## config.mk

```make
export PLATFORM = sky130hd
export DESIGN_NAME = chunk_scheduler
export DESIGN_NICKNAME = d
export VERILOG_FILES = /design/src/rtl/chunk_sched_pkg.sv /design/src/rtl/chunk_slot_tracker.sv /design/src/rtl/chunk_scheduler.sv
export SDC_FILE = /design/constraint.sdc
export NUM_CORES = 1
export LEC_CHECK = 0
export BUFFER_PORTS_ARGS = -buffer_cell sky130_fd_sc_hd__buf_4
export CORE_MARGIN = 4
export CORE_UTILIZATION = 57
export DETAILED_ROUTE_END_ITERATION = 8
export GPL_TIMING_DRIVEN = 0
export PLACE_DENSITY_LB_ADDON = 0.3
export SETUP_SLACK_MARGIN = 0.3
export SLEW_MARGIN = 20
export SYNTH_ARGS = -nofsm -noshare
export SYNTH_HDL_FRONTEND = slang
export SYNTH_SLANG_ARGS = --single-unit
```

## constraint.sdc

```tcl
create_clock -name clk_i -period 3.8 [get_ports clk_i]
set_clock_uncertainty 0.1 [all_clocks]
set_input_delay 0.38 -clock clk_i [delete_from_list [all_inputs] [get_ports clk_i]]
set_output_delay 0.38 -clock clk_i [all_outputs]
set_load 0.005 [all_outputs]
```

## src/rtl/chunk_sched_pkg.sv

```systemverilog
// Shared sizing constants and read-FSM states for the
// chunk scheduler and its slot trackers.
package chunk_sched_pkg;

  localparam int MEM_SIZE         = 128;
  localparam int BUS_SIZE         = 32;
  localparam int PREFIX_SUM_SIZE  = 8;
  localparam int CHUNK_CNT_W      = 8;

  localparam int WR_DAT_CYC_NUM   = MEM_SIZE / BUS_SIZE;
  localparam int RD_SPARSEMAP_NUM = MEM_SIZE / PREFIX_SUM_SIZE;

  localparam int WR_CNT_W = $clog2(WR_DAT_CYC_NUM);
  localparam int SM_W     = $clog2(RD_SPARSEMAP_NUM);

  typedef enum logic [1:0] {
    IDLE,
    WAIT,
    START,
    RUN
  } sched_state_e;

endpackage

```

## src/rtl/chunk_slot_tracker.sv

```systemverilog
// Ping-pong slot occupancy for one operand: steers write
// beats into the free slot and frees the slot being read.
module chunk_slot_tracker
  import chunk_sched_pkg::*;
(
  input  logic                clk_i,
  input  logic                rst_i,
  input  logic                in_valid_i,
  input  logic                release_i,
  input  logic                rsel_i,
  output logic                in_ready_o,
  output logic                wr_valid_o,
  output logic [WR_CNT_W-1:0] wr_count_o,
  output logic                wr_sel_o,
  output logic [1:0]          full_o
);

  logic                wsel_q, wsel_d;
  logic [WR_CNT_W-1:0] cnt_q, cnt_d;
  logic [1:0]          full_q, full_d;
  logic                acc;

  // Accept beats into the write slot; mark it full on the
  // last beat and move on to the other slot.
  always_comb begin
    acc        = in_valid_i && !full_q[wsel_q];
    in_ready_o = !full_q[wsel_q];
    wr_valid_o = acc;
    wr_count_o = cnt_q;
    wr_sel_o   = wsel_q;
    full_o     = full_q;
    full_d     = full_q;
    wsel_d     = wsel_q;
    cnt_d      = cnt_q;
    if (release_i) full_d[rsel_i] = 1'b0;
    if (acc) begin
      cnt_d = cnt_q + WR_CNT_W'(1);
      if (cnt_q == WR_CNT_W'(WR_DAT_CYC_NUM - 1)) begin
        full_d[wsel_q] = 1'b1;
        wsel_d         = !wsel_q;
        cnt_d          = '0;
      end
    end
  end

  // Occupancy state registers.
  always_ff @(posedge clk_i) begin
    if (rst_i) begin
      wsel_q <= 1'b0;
      cnt_q  <= '0;
      full_q <= '0;
    end else begin
      wsel_q <= wsel_d;
      cnt_q  <= cnt_d;
      full_q <= full_d;
    end
  end

endmodule

```

## src/rtl/chunk_scheduler.sv

```systemverilog
// Control sequencer for one input selector and its IFM and
// filter ping-pong chunk buffers; carries no data.
module chunk_scheduler
  import chunk_sched_pkg::*;
(
  input  logic                   clk_i,
  input  logic                   rst_i,
  input  logic                   cfg_valid_i,
  output logic                   cfg_ready_o,
  input  logic [CHUNK_CNT_W-1:0] cfg_chunk_num_i,
  input  logic [SM_W-1:0]        cfg_sparsemap_num_i,
  input  logic                   ifm_in_valid_i,
  output logic                   ifm_in_ready_o,
  input  logic                   filter_in_valid_i,
  output logic                   filter_in_ready_o,
  output logic                   ifm_wr_valid_o,
  output logic                   filter_wr_valid_o,
  output logic [WR_CNT_W-1:0]    ifm_wr_count_o,
  output logic [WR_CNT_W-1:0]    filter_wr_count_o,
  output logic                   ifm_wr_sel_o,
  output logic                   filter_wr_sel_o,
  output logic                   ifm_rd_sel_o,
  output logic                   filter_rd_sel_o,
  output logic                   chunk_start_o,
  output logic                   run_valid_o,
  output logic [SM_W-1:0]        rd_sparsemap_num_o,
  input  logic                   chunk_end_i,
  output logic                   out_done_o,
  output logic                   busy_o
);

  sched_state_e           state_q, state_d;
  logic                   rsel_q, rsel_d;
  logic [CHUNK_CNT_W-1:0] cnt_q, cnt_d;
  logic [CHUNK_CNT_W-1:0] num_q, num_d;
  logic [SM_W-1:0]        sm_q, sm_d;
  logic [1:0]             ifm_full, flt_full;
  logic                   finish, last;

  chunk_slot_tracker u_ifm (
    .clk_i      (clk_i),
    .rst_i      (rst_i),
    .in_valid_i (ifm_in_valid_i),
    .release_i  (finish),
    .rsel_i     (rsel_q),
    .in_ready_o (ifm_in_ready_o),
    .wr_valid_o (ifm_wr_valid_o),
    .wr_count_o (ifm_wr_count_o),
    .wr_sel_o   (ifm_wr_sel_o),
    .full_o     (ifm_full)
  );

  chunk_slot_tracker u_flt (
    .clk_i      (clk_i),
    .rst_i      (rst_i),
    .in_valid_i (filter_in_valid_i),
    .release_i  (finish),
    .rsel_i     (rsel_q),
    .in_ready_o (filter_in_ready_o),
    .wr_valid_o (filter_wr_valid_o),
    .wr_count_o (filter_wr_count_o),
    .wr_sel_o   (filter_wr_sel_o),
    .full_o     (flt_full)
  );

  // Outputs decoded from registered state; chunk_end only
  // counts while a chunk is actually running.
  always_comb begin
    cfg_ready_o        = (state_q == IDLE);
    busy_o             = (state_q != IDLE);
    chunk_start_o      = (state_q == START);
    run_valid_o        = (state_q == START) || (state_q == RUN);
    ifm_rd_sel_o       = rsel_q;
    filter_rd_sel_o    = rsel_q;
    rd_sparsemap_num_o = sm_q;
    finish             = run_valid_o && chunk_end_i;
    last               = (cnt_q == num_q - CHUNK_CNT_W'(1));
    out_done_o         = finish && last;
  end

  // Read sequencing: wait for both operands, launch, run
  // until the selector ends the chunk, then release.
  always_comb begin
    state_d = state_q;
    rsel_d  = rsel_q;
    cnt_d   = cnt_q;
    num_d   = num_q;
    sm_d    = sm_q;
    unique case (state_q)
      IDLE: begin
        if (cfg_valid_i) begin
          num_d   = (cfg_chunk_num_i == '0) ?
                    CHUNK_CNT_W'(1) : cfg_chunk_num_i;
          sm_d    = cfg_sparsemap_num_i;
          cnt_d   = '0;
          state_d = WAIT;
        end
      end
      WAIT: begin
        if (ifm_full[rsel_q] && flt_full[rsel_q])
          state_d = START;
      end
      START, RUN: begin
        state_d = RUN;
        if (finish) begin
          rsel_d = !rsel_q;
          if (last) begin
            cnt_d   = '0;
            state_d = IDLE;
          end else begin
            cnt_d   = cnt_q + CHUNK_CNT_W'(1);
            state_d = WAIT;
          end
        end
      end
      default: state_d = IDLE;
    endcase
  end

  // FSM and job configuration registers.
  always_ff @(posedge clk_i) begin
    if (rst_i) begin
      state_q <= IDLE;
      rsel_q  <= 1'b0;
      cnt_q   <= '0;
      num_q   <= '0;
      sm_q    <= '0;
    end else begin
      state_q <= state_d;
      rsel_q  <= rsel_d;
      cnt_q   <= cnt_d;
      num_q   <= num_d;
      sm_q    <= sm_d;
    end
  end

endmodule

```

# Yosys cells after proc, flatten, opt, wreduce, memory -nomap -nowiden
# Index checks and enable logic that the tools add are counted.
# classes
div	0
n_reduce_logical	25
bitwise	5
n_lt_le_gt_ge	6
n_shift	0
n_eq_ne	9
mux	32
add_sub_neg	4
n_mul	0
# op_table
op	n
two-way mux 8 bit	4
two-way mux 2 bit	11
case mux 8 bit (2 select lines)	1
two-way mux 1 bit	12
AND reduction 2 bit	5
adder 8 x 1 -> 8 bit (second input constant)	1
equality test 2 bit (second input constant)	4
equality test 8 bit	1
logical AND 1 bit	8
zero test 8 bit	1
subtractor 8 x 1 -> 8 bit (second input constant)	1
< comparator 1 x 2 -> 1 bit (second input constant)	3
!= test 2 bit (second input constant)	3
case mux 2 bit (3 select lines)	1
zero test 1 bit	5
adder 2 x 1 -> 2 bit (second input constant)	2
AND 2 bit	2
bitwise OR 2 bit	2
nonzero test 2 bit	2
demux 1 bit (select 1 bit)	3
greater-or-equal comparator 1 bit (second input constant)	3
AND reduction 3 bit	1
equality test 2 x 1 -> 1 bit (second input constant)	1
zero test 2 bit	1
other kinds (3)	3
# word_totals
mem_count	0
latch_bits	0
romBits	0
ram_bits	0
register_bits	33
out_inout_bits	21
in_bits	18
wordCells	92

# Longest topological paths before layout
# logic_depth
depth_word	10
depth_mapped	9
depth_no_buf	9

# Modules after synthesis
# Synthesis repeated with hierarchy kept, for this count alone.
# hier_totals
cells_unflattened	201
area_unflattened_um2	1720.4
# modules_own_cells
mod	area_each_um2	n_inst	seq_area_each_um2	cells_each
chunk_scheduler	1237.4	1	460.4	153
chunk_slot_tracker	241.5	2	100.1	24

# Worst setup path before layout
# Ideal clock, no wire load.
# synth_timing
path_type	reg-to-output
start	register num_q[0]
end	output out_done_o
path_stages_with_launch	9
setup_slack_ns	1.734
n_path_buf	0
arrival_ns	1.586
t_required_ns	3.320
cell_sequence	dfxtp_1 -> inv_1 -> ha_1 -> nor3b_2 -> o21ai_0 -> a31oi_1 -> o31ai_1 -> o211ai_1 -> nor2_2
# synth_between
elab_chain_len	3
# synth_lines
element	line_no	source
start, declared	chunk_scheduler.sv:35	logic [CHUNK_CNT_W-1:0] num_q, num_d;
start signal, assigned	chunk_scheduler.sv:132	num_q <= num_d;
subtractor 8 x 1 -> 8 bit	chunk_scheduler.sv:77	last = (cnt_q == num_q - CHUNK_CNT_W'(1));
equality test 8 bit	chunk_scheduler.sv:77	
logical AND 1 bit	chunk_scheduler.sv:78	out_done_o = finish && last;
end, declared	chunk_scheduler.sv:28	output logic out_done_o,
# Every way passes these cells.

# Worst setup path in the final report
# Same ends and word-level chain as after synthesis.

==> flow_summary.yaml <==
outcome:
  outcome: "completed"
synthesis:
  postSynth.asyncResetShare: 0
  synth.lib_cells_used.distinct: 45
  mappedNetlistNets: 236
  synth_area_per_cell_um2: 7.928
  synthFlopType: "sky130_fd_sc_hd__dfxtp_1"
  post_synth_inst_count: 214
  yosysWarningCount: 0
  netlist_area_um2: 1697
  synth-seq-cells: 33
  share_of_synthesized_area_occupied_by_flip_flops_and_latches: 0.3894
  synth-edff-count: 0
clocking:
  cts.repair.resized: 0
  postCtsSetupRepairBufs: 0
  cts-root-buf: "sky130_fd_sc_hd__clkbuf_4"
  tritoncts.num_buffers: 5
  clk_transition_reported_paths_ns: 0.10
  insertion_delay_ns: 0.33
  tritoncts: "yes"
  post_cts_hold_buffers: 0
  cts_htree_levels: 2
  clkSinkCount: 33
  clockBufferDepth: 2
power:
  peakVddDrop_mv: 0.2632
  static_leakage_uw: 0.0008685
  power_density_nw_per_um2: 363.7
drt:
  drtIter0Drc: 90
  route.detailed.drc: 0
  route.layer.met1.wl_mm: 1.640
  met3WireLength_um: 261
  wl_mm: 3.797
  antenna_left: 0
  met2RoutedLength_mm: 1.839
  drt_first_pass_iters: 4
  top_layer: "met4"
  avgRoutedWirePerCell_um: 13.05
  vias_per_cell: 5.615
  dr_total_vias: 1634
sta:
  rsz_0062_raised_after_global_routing: "false"
  layout_min_cycle_time_ns: 2.851
  post_route_setup_slack_ns: 0.9485
  worst-slew-pin-transition_ns: 0.5039
  maxSlewViolCount: 0
  timing_hold_violations_final: 0
  timing.max_slew.rel_slack: 0.6610
  max_clock_freq_mhz: 350.7
  timing.final.crit_share: 0.7504
  finalSetupViolations: 0
  finalSetupTns_ns: 0
setup_path:
  timing.critical_path.fanout_max: 5
  critPathLaunchType: "register"
  critical_path_buf_inv_count: 2
  crit_arrival_ns: 2.37
  critical_path_required_ns: 3.32
  path_class: "register to primary output"
  crit_chain: "inv_1 > ha_1 > xnor2_1 > nor4_1 > o211ai_1 > nor2_2 > buf_4"
  cpPeakStageDelay_ns: 0.48
  critPathTopFamily: "simple AND/OR/NAND/NOR gates"
  critical_path.slowest_cell: "sky130_fd_sc_hd__nor4_1"
  timing.critical_path.to_type: "primary output"
finish:
  num-nets-final: 281
  antennaDiodeCount: 0
  final_layout_size_suffix_gt1_frac: 0.2308
  final_core_util: 0.7507
  syn2layout_area_growth_pct: 24.12
grt:
  grt_start_max_net_pins: 11
  antenna_found_initial: 0
  grt_usage: 0.2034
  grt_pass1_vias: 1525
  wire_length_of_the_first_global_routing_pass_mm: 6.568
  total_congestion_overflow: 0
floorplanning:
  floorplan.die.width_um: 62.56
  initial_core_utilization: 0.6048
  core-area_um2: 2805
  area_enclosed_by_the_die_boundary_um2: 3913
  io-pin-count: 39
  die_y_um: 62.56
  core.rowCount: 19
hold_path:
  worstHoldPathType: "input port to register"
run:
  max_cap_viol_count: 0
placement:
  weighted_congestion_at_the_end_of_routability_driven_global_placement: 0.7996
  post-place-ws_ns: 1.367
  post-dp-hpwl_mm: 2.962
  portBuffers: 38
[flip-flops by register name, summed over array words and instances (netlist names)]
register	count
u_flt.wr_count_o	2
u_flt.full_o	2
u_ifm.wr_count_o	2
u_ifm.full_o	2
u_flt.wr_sel_o	1
rd_sparsemap_num_o	4
u_ifm.wr_sel_o	1
filter_rd_sel_o	1
state_q	2
num_q	8
cnt_q	8
[power by group]
group | internal (uW) | switching (uW) | leakage, uW
Sequential | 360 | 14.6 | 0.000269
Clock | 157 | 118 | 0.0000455
Combinational | 58.4 | 58.5 | 0.000554
[cells in the final DEF (no fill, tap or decap), types with 3 or more instances in the layout]
master	instances
sky130_fd_sc_hd__nand2_1	42
sky130_fd_sc_hd__buf_4	39
sky130_fd_sc_hd__dfxtp_1	33
sky130_fd_sc_hd__a21oi_1	27
sky130_fd_sc_hd__nor2_1	18
sky130_fd_sc_hd__clkbuf_1	7
sky130_fd_sc_hd__xnor2_1	7
sky130_fd_sc_hd__nand3_1	7
sky130_fd_sc_hd__inv_1	6
sky130_fd_sc_hd__xor2_1	6
sky130_fd_sc_hd__a31oi_1	5
sky130_fd_sc_hd__clkbuf_4	5
sky130_fd_sc_hd__nor3_1	4
sky130_fd_sc_hd__o21ai_0	4
sky130_fd_sc_hd__ha_1	4
sky130_fd_sc_hd__nor4_1	3
sky130_fd_sc_hd__nand2b_1	3
[path summary, 6_finish.rpt]
path                            slack (ns)               endpoint  cells past startpoint              startpoint
worst max-delay path                  0.95             out_done_o                      7                num_q[0]
worst min-delay path                  0.18  rd_sparsemap_num_o[3]                      3  cfg_sparsemap_num_i[3]
worst max register to register        1.59               cnt_q[2]                      8                num_q[0]
worst min register to register        0.36  rd_sparsemap_num_o[3]                      2   rd_sparsemap_num_o[3]
[stage by stage]
step / instance area (um2) / std cells / total power [uW] / hold slack, ns
finish: 2106 / 291 / 765.8 / 0.1849
global placement: 2021 / 283 / 494.9 / 0.3432
CTS: 2106 / 291 / 768.7 / 0.1835
detailed placement: 2021 / 283 / 498.8 / 0.3498
global route: 2106 / 291 / 800.7 / 0.1863
floorplan: 1697 / 214 / 451.4 / 0.3488
[area by class of cell]
class	instances	area, um2
clock inverter	1	30.03
multi-input combinational	164	965.9
timing repair buffer	38	285.3
buffer	10	43.79
inverter	7	26.28
tap	31	38.79
sequential	33	660.6
clock buffer	7	55.05
fill	230	699.4
[tightest hold or removal path, cell delays in order]
cell and delay (ns):
sky130_fd_sc_hd__buf_4 0.11, sky130_fd_sc_hd__nand2_1 0.04, sky130_fd_sc_hd__a21oi_1 0.05
[layer usage]
metal  track usage  up-vias
met5             0        -
li1              -      831
met4       0.07989        0
met2        0.3316       44
met3       0.05036        8
met1        0.2569      751
[cells by family (layout without fill, tap and decap cells)]
| group | after synthesis | in the layout | share of synthesized area |
|---|---|---|---|
| DFF | 33 | 33 | 0.3894 |
| xor gates and xnor gates | 13 | 13 | 0.06711 |
| AOI/OAI and AO/OA | 46 | 46 | 0.1711 |
| buffers and inverters | 17 | 63 | 0.04129 |
| and+or+nand+nor | 98 | 98 | 0.2832 |
| adders and majority gates | 4 | 4 | 0.02950 |
| muxes | 3 | 3 | 0.01844 |
[cells in the mapped netlist, types with 2 or more instances]
| master | number | area (um2) |
|---|---|---|
| sky130_fd_sc_hd__inv_1 | 6 | 22.52 |
| sky130_fd_sc_hd__nor3_1 | 4 | 20.02 |
| sky130_fd_sc_hd__nand4_1 | 2 | 12.51 |
| sky130_fd_sc_hd__nor2_1 | 18 | 67.56 |
| sky130_fd_sc_hd__a21oi_1 | 27 | 135.1 |
| sky130_fd_sc_hd__nor4_1 | 3 | 18.77 |
| sky130_fd_sc_hd__a22o_1 | 2 | 17.52 |
| sky130_fd_sc_hd__dfxtp_1 | 33 | 660.6 |
| sky130_fd_sc_hd__or4_1 | 2 | 15.01 |
| sky130_fd_sc_hd__or2_1 | 2 | 12.51 |
| sky130_fd_sc_hd__and3_1 | 2 | 12.51 |
| sky130_fd_sc_hd__xnor2_1 | 7 | 61.31 |
| sky130_fd_sc_hd__nor2b_1 | 2 | 12.51 |
| sky130_fd_sc_hd__a31oi_1 | 5 | 31.28 |
| sky130_fd_sc_hd__nand2b_1 | 3 | 18.77 |
| sky130_fd_sc_hd__clkbuf_1 | 6 | 22.52 |
| sky130_fd_sc_hd__nand3_1 | 7 | 35.03 |
| sky130_fd_sc_hd__o21ai_0 | 4 | 20.02 |
| sky130_fd_sc_hd__ha_1 | 4 | 50.05 |
| sky130_fd_sc_hd__nand2_1 | 42 | 157.7 |
| sky130_fd_sc_hd__mux2i_1 | 2 | 20.02 |
| sky130_fd_sc_hd__buf_2 | 2 | 10.01 |
| sky130_fd_sc_hd__and2_1 | 2 | 12.51 |
| sky130_fd_sc_hd__xor2_1 | 6 | 52.55 |
(Power assumes the default switching activity.)
